### src/rtl/classificador_toque_if.sv
// Button-classifier signal bundle: upstream press/hold/tick in, classified pulses out.
interface classificador_toque_if;
    logic       b_pulse;
    logic       b_hold;
    logic       tick;
    logic       short_press;
    logic       long_press;
    logic       repeat_press;
    logic       busy;
    logic [7:0] repeat_count;

    // Stimulus side: drives the button controller signals, observes classification
    modport master (
        output b_pulse,
        output b_hold,
        output tick,
        input  short_press,
        input  long_press,
        input  repeat_press,
        input  busy,
        input  repeat_count
    );

    // Classifier side
    modport slave (
        input  b_pulse,
        input  b_hold,
        input  tick,
        output short_press,
        output long_press,
        output repeat_press,
        output busy,
        output repeat_count
    );
endinterface

### src/rtl/classificador_toque.sv
// Classifies a debounced button hold into short press, long press and auto-repeat pulses.
module classificador_toque #(
    parameter int unsigned LONG_TICKS   = 200,
    parameter int unsigned REPEAT_TICKS = 50
) (
    input  logic                  clk,
    input  logic                  rst,
    classificador_toque_if.slave  bus
);

    localparam int unsigned CNT_W = 16;
    localparam int unsigned RC_W  = 8;

    // Terminal counts: the tick that lands on these values completes the period
    localparam logic [CNT_W-1:0] LONG_LAST   = CNT_W'(LONG_TICKS - 1);
    localparam logic [CNT_W-1:0] REPEAT_LAST = CNT_W'(REPEAT_TICKS - 1);
    localparam logic [RC_W-1:0]  RC_MAX      = '1;

    typedef enum logic [1:0] {
        IDLE    = 2'd0,
        PRESSED = 2'd1,
        REPEAT  = 2'd2
    } state_e;

    state_e            state_q,        state_d;
    logic [CNT_W-1:0]  cnt_q,          cnt_d;
    logic [RC_W-1:0]   repeat_count_q, repeat_count_d;
    logic              short_press_q,  short_press_d;
    logic              long_press_q,   long_press_d;
    logic              repeat_press_q, repeat_press_d;

    // Next-state and next-output logic; release is tested before the tick so it always wins
    always_comb begin
        state_d        = state_q;
        cnt_d          = cnt_q;
        repeat_count_d = repeat_count_q;
        short_press_d  = 1'b0;
        long_press_d   = 1'b0;
        repeat_press_d = 1'b0;

        case (state_q)
            IDLE: begin
                cnt_d = '0;
                if (bus.b_pulse) begin
                    state_d        = PRESSED;
                    repeat_count_d = '0;
                end
            end

            PRESSED: begin
                if (!bus.b_hold) begin
                    short_press_d = 1'b1;
                    state_d       = IDLE;
                    cnt_d         = '0;
                end else if (bus.tick) begin
                    if (cnt_q >= LONG_LAST) begin
                        long_press_d = 1'b1;
                        state_d      = REPEAT;
                        cnt_d        = '0;
                    end else begin
                        cnt_d = cnt_q + CNT_W'(1);
                    end
                end
            end

            REPEAT: begin
                if (!bus.b_hold) begin
                    state_d = IDLE;
                    cnt_d   = '0;
                end else if (bus.tick) begin
                    if (cnt_q >= REPEAT_LAST) begin
                        repeat_press_d = 1'b1;
                        cnt_d          = '0;
                        if (repeat_count_q != RC_MAX) begin
                            repeat_count_d = repeat_count_q + RC_W'(1);
                        end
                    end else begin
                        cnt_d = cnt_q + CNT_W'(1);
                    end
                end
            end

            default: begin
                state_d = IDLE;
                cnt_d   = '0;
            end
        endcase
    end

    // State, counter and registered outputs; reset clears everything including pending pulses
    always_ff @(posedge clk or posedge rst) begin
        if (rst) begin
            state_q        <= IDLE;
            cnt_q          <= '0;
            repeat_count_q <= '0;
            short_press_q  <= 1'b0;
            long_press_q   <= 1'b0;
            repeat_press_q <= 1'b0;
        end else begin
            state_q        <= state_d;
            cnt_q          <= cnt_d;
            repeat_count_q <= repeat_count_d;
            short_press_q  <= short_press_d;
            long_press_q   <= long_press_d;
            repeat_press_q <= repeat_press_d;
        end
    end

    assign bus.short_press  = short_press_q;
    assign bus.long_press   = long_press_q;
    assign bus.repeat_press = repeat_press_q;
    assign bus.repeat_count = repeat_count_q;
    assign bus.busy         = (state_q != IDLE);

endmodule

### src/flat_wrapper.sv
// flat-port wrapper written by rule: the top's interface ports become plain ports
module classificador_toque_flat 
#(
    parameter int unsigned LONG_TICKS   = 200,
    parameter int unsigned REPEAT_TICKS = 50
)
  (clk, rst, bus_b_pulse, bus_b_hold, bus_tick, bus_short_press, bus_long_press, bus_repeat_press, bus_busy, bus_repeat_count);
  classificador_toque_if bus_i ();
  input  logic clk;
  input  logic rst;
  input wire logic [$bits(bus_i.b_pulse)-1:0] bus_b_pulse;
  input wire logic [$bits(bus_i.b_hold)-1:0] bus_b_hold;
  input wire logic [$bits(bus_i.tick)-1:0] bus_tick;
  output wire logic [$bits(bus_i.short_press)-1:0] bus_short_press;
  output wire logic [$bits(bus_i.long_press)-1:0] bus_long_press;
  output wire logic [$bits(bus_i.repeat_press)-1:0] bus_repeat_press;
  output wire logic [$bits(bus_i.busy)-1:0] bus_busy;
  output wire logic [$bits(bus_i.repeat_count)-1:0] bus_repeat_count;
  assign bus_i.b_pulse = bus_b_pulse;
  assign bus_i.b_hold = bus_b_hold;
  assign bus_i.tick = bus_tick;
  assign bus_short_press = bus_i.short_press;
  assign bus_long_press = bus_i.long_press;
  assign bus_repeat_press = bus_i.repeat_press;
  assign bus_busy = bus_i.busy;
  assign bus_repeat_count = bus_i.repeat_count;
  classificador_toque #(.LONG_TICKS(LONG_TICKS), .REPEAT_TICKS(REPEAT_TICKS)) u_core (.clk(clk), .rst(rst), .bus(bus_i));
endmodule
### config.mk
export PLATFORM = sky130hd
export DESIGN_NAME = classificador_toque_flat
export DESIGN_NICKNAME = d
export VERILOG_FILES = /design/src/rtl/classificador_toque_if.sv /design/src/rtl/classificador_toque.sv /design/src/flat_wrapper.sv
export SDC_FILE = /design/constraint.sdc
export NUM_CORES = 1
export LEC_CHECK = 0
export CAP_MARGIN = 15
export CORE_AREA = 2 2 70 105
export CTS_BUF_LIST = sky130_fd_sc_hd__clkbuf_8
export DETAILED_ROUTE_END_ITERATION = 10
export DIE_AREA = 0 0 72 107
export PLACE_DENSITY = 0.51
export SLEW_MARGIN = 30
export SYNTH_ARGS = -nofsm -noshare
export SYNTH_HDL_FRONTEND = slang
export SYNTH_SLANG_ARGS = --single-unit
### constraint.sdc
create_clock -name clk -period 2.7 [get_ports clk]
set_clock_uncertainty 0.15 [all_clocks]
set_input_delay 0.54 -clock clk [delete_from_list [all_inputs] [get_ports clk]]
set_output_delay 0.54 -clock clk [all_outputs]
set_load 0.05 [all_outputs]
==> results.cfg <==
[timing]
fin_tns_setup_ps = 0
period_needed_ps = 2540
max_freq_mhz = 394
fin_ws_ps = 163
fin_hold_ws_ps = 405
worst_slew_pin_slew_ps = 627
post-route-period-util = 0.939
relSlewSlack = 0.579
hold_viol = 0
slew_violations = 0
rsz0062_at_grt = no
setup_violations = 0

[layout]
drive_above_1_share = 0.159
ff_latch_area_um2 = 726
nFillCells = 722
instances_no_fill = 273
area_delta_synth_final_pct = 22.6
final_nets = 207
antenna_cells = 0
multiInputGateArea_um2 = 858
post-route-util = 0.295
final_cell_area_mm2 = 0.00201

[route]
ant_nets = 0
drt-vias-per-instance = 4.80
drt_iter0_markers = 74
drc_errors = 0
wl_um = 3540
num_vias = 1311
wl_per_cell_um = 13.0
dr.pass1.iters = 4

[min_path]
min_to = u_core.bus.repeat_count[6]
hold_depth = 1
min_path_type = register to register
hold_start = u_core.bus.repeat_count[6]

[logic_synthesis]
synth_area_mm2 = 0.00164
synth.avg_cell_area_um2 = 9.68
synth_cells = 169
synth_nets = 181
synthArstFlopShare = 1.00
ys.flop_type = dfrtp_1
synth-edff-count = 0
ys_ff_latch = 29
yosys_warnings = 0
yosysSeqAreaShare = 0.443
ys_types = 42

[clock_network]
cts_resized = 0
numCtsBuffers = 5
cts_buffer_depth = 2
clock-sinks = 29
clock_latency_ps = 280
clk_pin_slew_ps = 60
cts_setup_buffers = 0
htree_num_levels = 2
cts_tree = done
ctsHoldBuffers = 0
root_buffer = clkbuf_8

[place]
placed_area_mm2 = 0.00192
place.gp.congestion = 0.763
pre_cts_ws_ps = 305
dp_hpwl_um = 2660
dpl.cell_count = 266
io_buffer_count = 16

[critical_path]
reg2reg_slack_ps = 520
startpoint_type = register
arrival_ps = 1850
worstReg2RegStart = u_core.bus.repeat_count[0]
end_kind = primary output
reg2regPathDepth = 6
r2r-end = u_core.bus.repeat_count[7]
cp.required_ps = 2010
crit_type = register to primary output
cp_max_fo = 3

[global_route]
grt_use_total = 0.103
antenna_found_initial = 0
grt-ovfl-total = 0
grt_max_degree = 30
grt_pass1_wl_um = 6180
grt_pass1_vias = 1343

[die]
num_rows = 37
initial_core_util = 0.240
fp.dieW_um = 72
die_h_um = 107
io_pins = 17
die_area_mm2 = 0.00770
coreArea_mm2 = 0.00681

[run_status]
status = finished, final reports clean

[pwr]
p_total_mw = 1.13
p_per_area_mw_per_mm2 = 565
max-vdd-ir-drop_mv = 0.160
leakagePower_nw = 0.831

[flow_run]
drv_cap = 0
==> how the worst max path moves through the flow <==
stage                          startpoint                         end  slack (ps)  depth (start not counted)
2_1_floorplan  u_core.bus.repeat_count[0]  u_core.bus.repeat_count[7]         430                          6
3_3_place_gp                   bus_b_hold  u_core.bus.repeat_count[7]         300                          5
3_5_place_dp                   bus_b_hold  u_core.bus.repeat_count[7]         300                          5
4_1_cts                 u_core.state_q[0]                    bus_busy         130                          4
5_1_grt                 u_core.state_q[0]                    bus_busy          70                          4
6_report                u_core.state_q[0]                    bus_busy         160                          4
==> report_power, final <==
group | switching [mW] | internal (mW) | total, mW | leakage (nW)
clock | 0.160 | 0.198 | 0.358 | 0.0485
sequential | 0.0131 | 0.451 | 0.464 | 0.402
combinational | 0.199 | 0.114 | 0.313 | 0.380
total | 0.372 | 0.763 | 1.13 | 0.831
==> cells in the mapped netlist (4+ instances only) <==
master | number | area (um^2)
nand2_1 | 21 | 78.8
nand3_1 | 8 | 40.0
inv_1 | 7 | 26.3
ha_1 | 7 | 87.6
nor2_1 | 8 | 30.0
nor2b_1 | 4 | 25.0
o21ai_0 | 8 | 40.0
o211ai_1 | 4 | 30.0
and3_1 | 5 | 31.3
nor2_2 | 7 | 43.8
nor3_1 | 5 | 25.0
a21oi_1 | 11 | 55.1
dfrtp_1 | 29 | 726
==> metal layers <==
metal	wire length (um)	global-route usage	vias up
li1	-	-	656
met4	73	0.0485	0
met3	108	0.0291	8
met5	0	0	-
met1	1390	0.104	629
met2	1970	0.191	18
==> area by class of cell <==
type | count | area share
clock buffer | 6 | 0.0411
clock inverter | 1 | 0.00187
inverter | 7 | 0.0131
multi-input combinational | 129 | 0.428
sequential | 29 | 0.362
tap | 78 | 0.0486
timing repair buffer | 23 | 0.106
==> cells by family after synthesis <==
group / after synthesis / synth area share
AO/OA/AOI/OAI: 41 / 0.176
XOR/XNOR: 4 / 0.0214
adder cells (fa/ha/maj): 7 / 0.0535
buffers and inverters: 11 / 0.0321
flip-flops: 29 / 0.443
AND/OR/NAND/NOR: 77 / 0.274
==> state kept, by name, summed over array words and instances, names as in the netlist <==
signal	count
u_core.bus.long_press	1
u_core.bus.repeat_count	8
u_core.bus.repeat_press	1
u_core.bus.short_press	1
u_core.cnt_q	16
u_core.state_q	2
==> cells in the final DEF (no fill, tap or decap), drive strengths merged, types with 4 or more instances in the layout <==
cell type / instances
nor2: 15
clkbuf: 6
clkdlybuf4s50: 16
ha: 7
nor2b: 4
nand3: 8
a31oi: 4
o21ai: 11
a21oi: 13
dfrtp: 29
nor3: 5
inv: 8
buf: 7
and3: 5
nand2: 22
o211ai: 4
==> worst max-delay path: stages, from the launching register on <==
cell             delay, ps
dfrtp_1                360
inv_1                   80
ha_1                   220
inv_1                  100
clkdlybuf4s50_1        810
(Power assumes the default switching activity.)
==> patch: new RTL, config.mk and constraints unchanged <==
Encoding of `state_e`: now one-hot (3 bits for 3 states).
--- a/src/rtl/classificador_toque.sv
+++ b/src/rtl/classificador_toque.sv
@@ -18,6 +18,6 @@
 
-    typedef enum logic [1:0] {
-        IDLE    = 2'd0,
-        PRESSED = 2'd1,
-        REPEAT  = 2'd2
+    typedef enum logic [2:0] {
+        IDLE    = 3'b001,
+        PRESSED = 3'b010,
+        REPEAT  = 3'b100
     } state_e;
Function: same outputs for any inputs over 10 cycles, from zero or initial values and one cycle with rst high; not proved beyond that.
==> patch against the original RTL <==
  * Total power up 0.24%
  * Sequential power up 8.4%
  * Cell area up 2.9%
  * Worst setup slack better by 0.049 ns
  * Sequential cell count up 1
  * Routed wire length up 7.0%
  * Synthesized area up 5.3%
  * Critical path type unchanged
==> patch: results (changes against the original RTL) <==
| Metric | Value |
|---|---|
| Status | completed |
| CP Launch Point | u_core.state_q[1]$_DFFE_PP0P_ |
| Gp weighted congestion | 0.7271 (-4.8%) |
| Post-Place Worst Slack | 0.1260 ns (-0.1787 ns) |
| Slowest stage delay, CP | 0.79 ns (-0.02 ns) |
| Nets | 200 (-3.4%) |
| VDD IR max | 0.2685 mV (+67%) |
| Arr. time, crit path | 1.80 ns (-0.05 ns) |
| Critical hold path startpoint | u_core.cnt_q[15]$_DFFE_PP0P_ |
| PwrDens | 551.0 nW/um^2 (-2.6%) |
| Multi-input combinational area share | 0.4267 (-0.001015) |
| Static Leak | 0.8325 nW (+0.18%) |
| Share of cells above drive strength 1 | 0.1406 (-0.01835) |
| Post-synth top cells | dfrtp_1, nor2_1, nand2_1 |
| Placed Cells incl. Taps | 262 (-1.5%) |
| Slew margin rel. | 0.6584 (+0.07971) |
| Layout clock buffer count | 5 (-1) |
| Vias in the first global route | 1380 (+2.8%) |
| Met3 Use GR | 0.02538 (-0.003759) |
| Avg Inst Size Synth | 10.19 sq um (+5.3%) |
| DR iter-0 viols | 24 (-68%) |
| Met2 usage | 0.2090 (+0.01786) |
| P_int | 0.8142 mW (+6.8%) |
| Post-Route WL | 3.789 mm (+7.0%) |
| Signal buffers | 21 (-8.7%) |
| Non-clk invs | 8 (+1) |
| Placed inst area | 1958 sq um (+2.0%) |
| Multi-In Gates | 125 (-3.1%) |
| Synth top area cells | dfrtp_1, nor2_1, nand2_1, xnor2_1, ha_1 |
| WL met3 | 100 microns (-7.4%) |
| Hold Crit Endpoint | u_core.cnt_q[15]$_DFFE_PP0P_ |
| Gr usage total | 0.1098 (+0.006483) |
| Reg-to-reg startpoint | u_core.cnt_q[1]$_DFFE_PP0P_ |
| Seq_cells | 30 (+3.4%) |
| R2R Path End | u_core.bus.repeat_count[2]$_DFFE_PP0P_ |
| Seq/Total Area, Yosys | 0.4365 (-0.006969) |
## patch: changes by cell type in the layout (fill, tap and decap cells not counted), sizes merged, moves of 5 or more
| cell | unedited run | this run |
|---|---|---|
| nor2 | 15 | 21 |
| nand2 | 22 | 16 |
| o21ai | 11 | 4 |
| nand4 | 0 | 5 |
| a21oi | 13 | 3 |
## patch: kinds of logic (layout without fill, tap and decap cells)
group                      count (synthesis)  after routing  share of synthesized area
xor gates and xnor gates                  11             11                    0.06028
adders and majority gates                  4              4                    0.02905
muxes                                      1              1                   0.005810
DFF                                       30             30                     0.4365
and+or+nand+nor                           79             79                     0.2702
buffers and inverters                     14             37                    0.05228
AOI/OAI and AO/OA                         30             30                     0.1460
## patch: power groups by stage
stage	combinational (mW)	sequential, mW	clock [mW]
floorplan	0.178	0.491	0
global placement	0.202	0.513	0
detailed placement	0.201	0.512	0
CTS	0.202	0.503	0.449
global route	0.217	0.507	0.472
finish	0.198	0.503	0.436
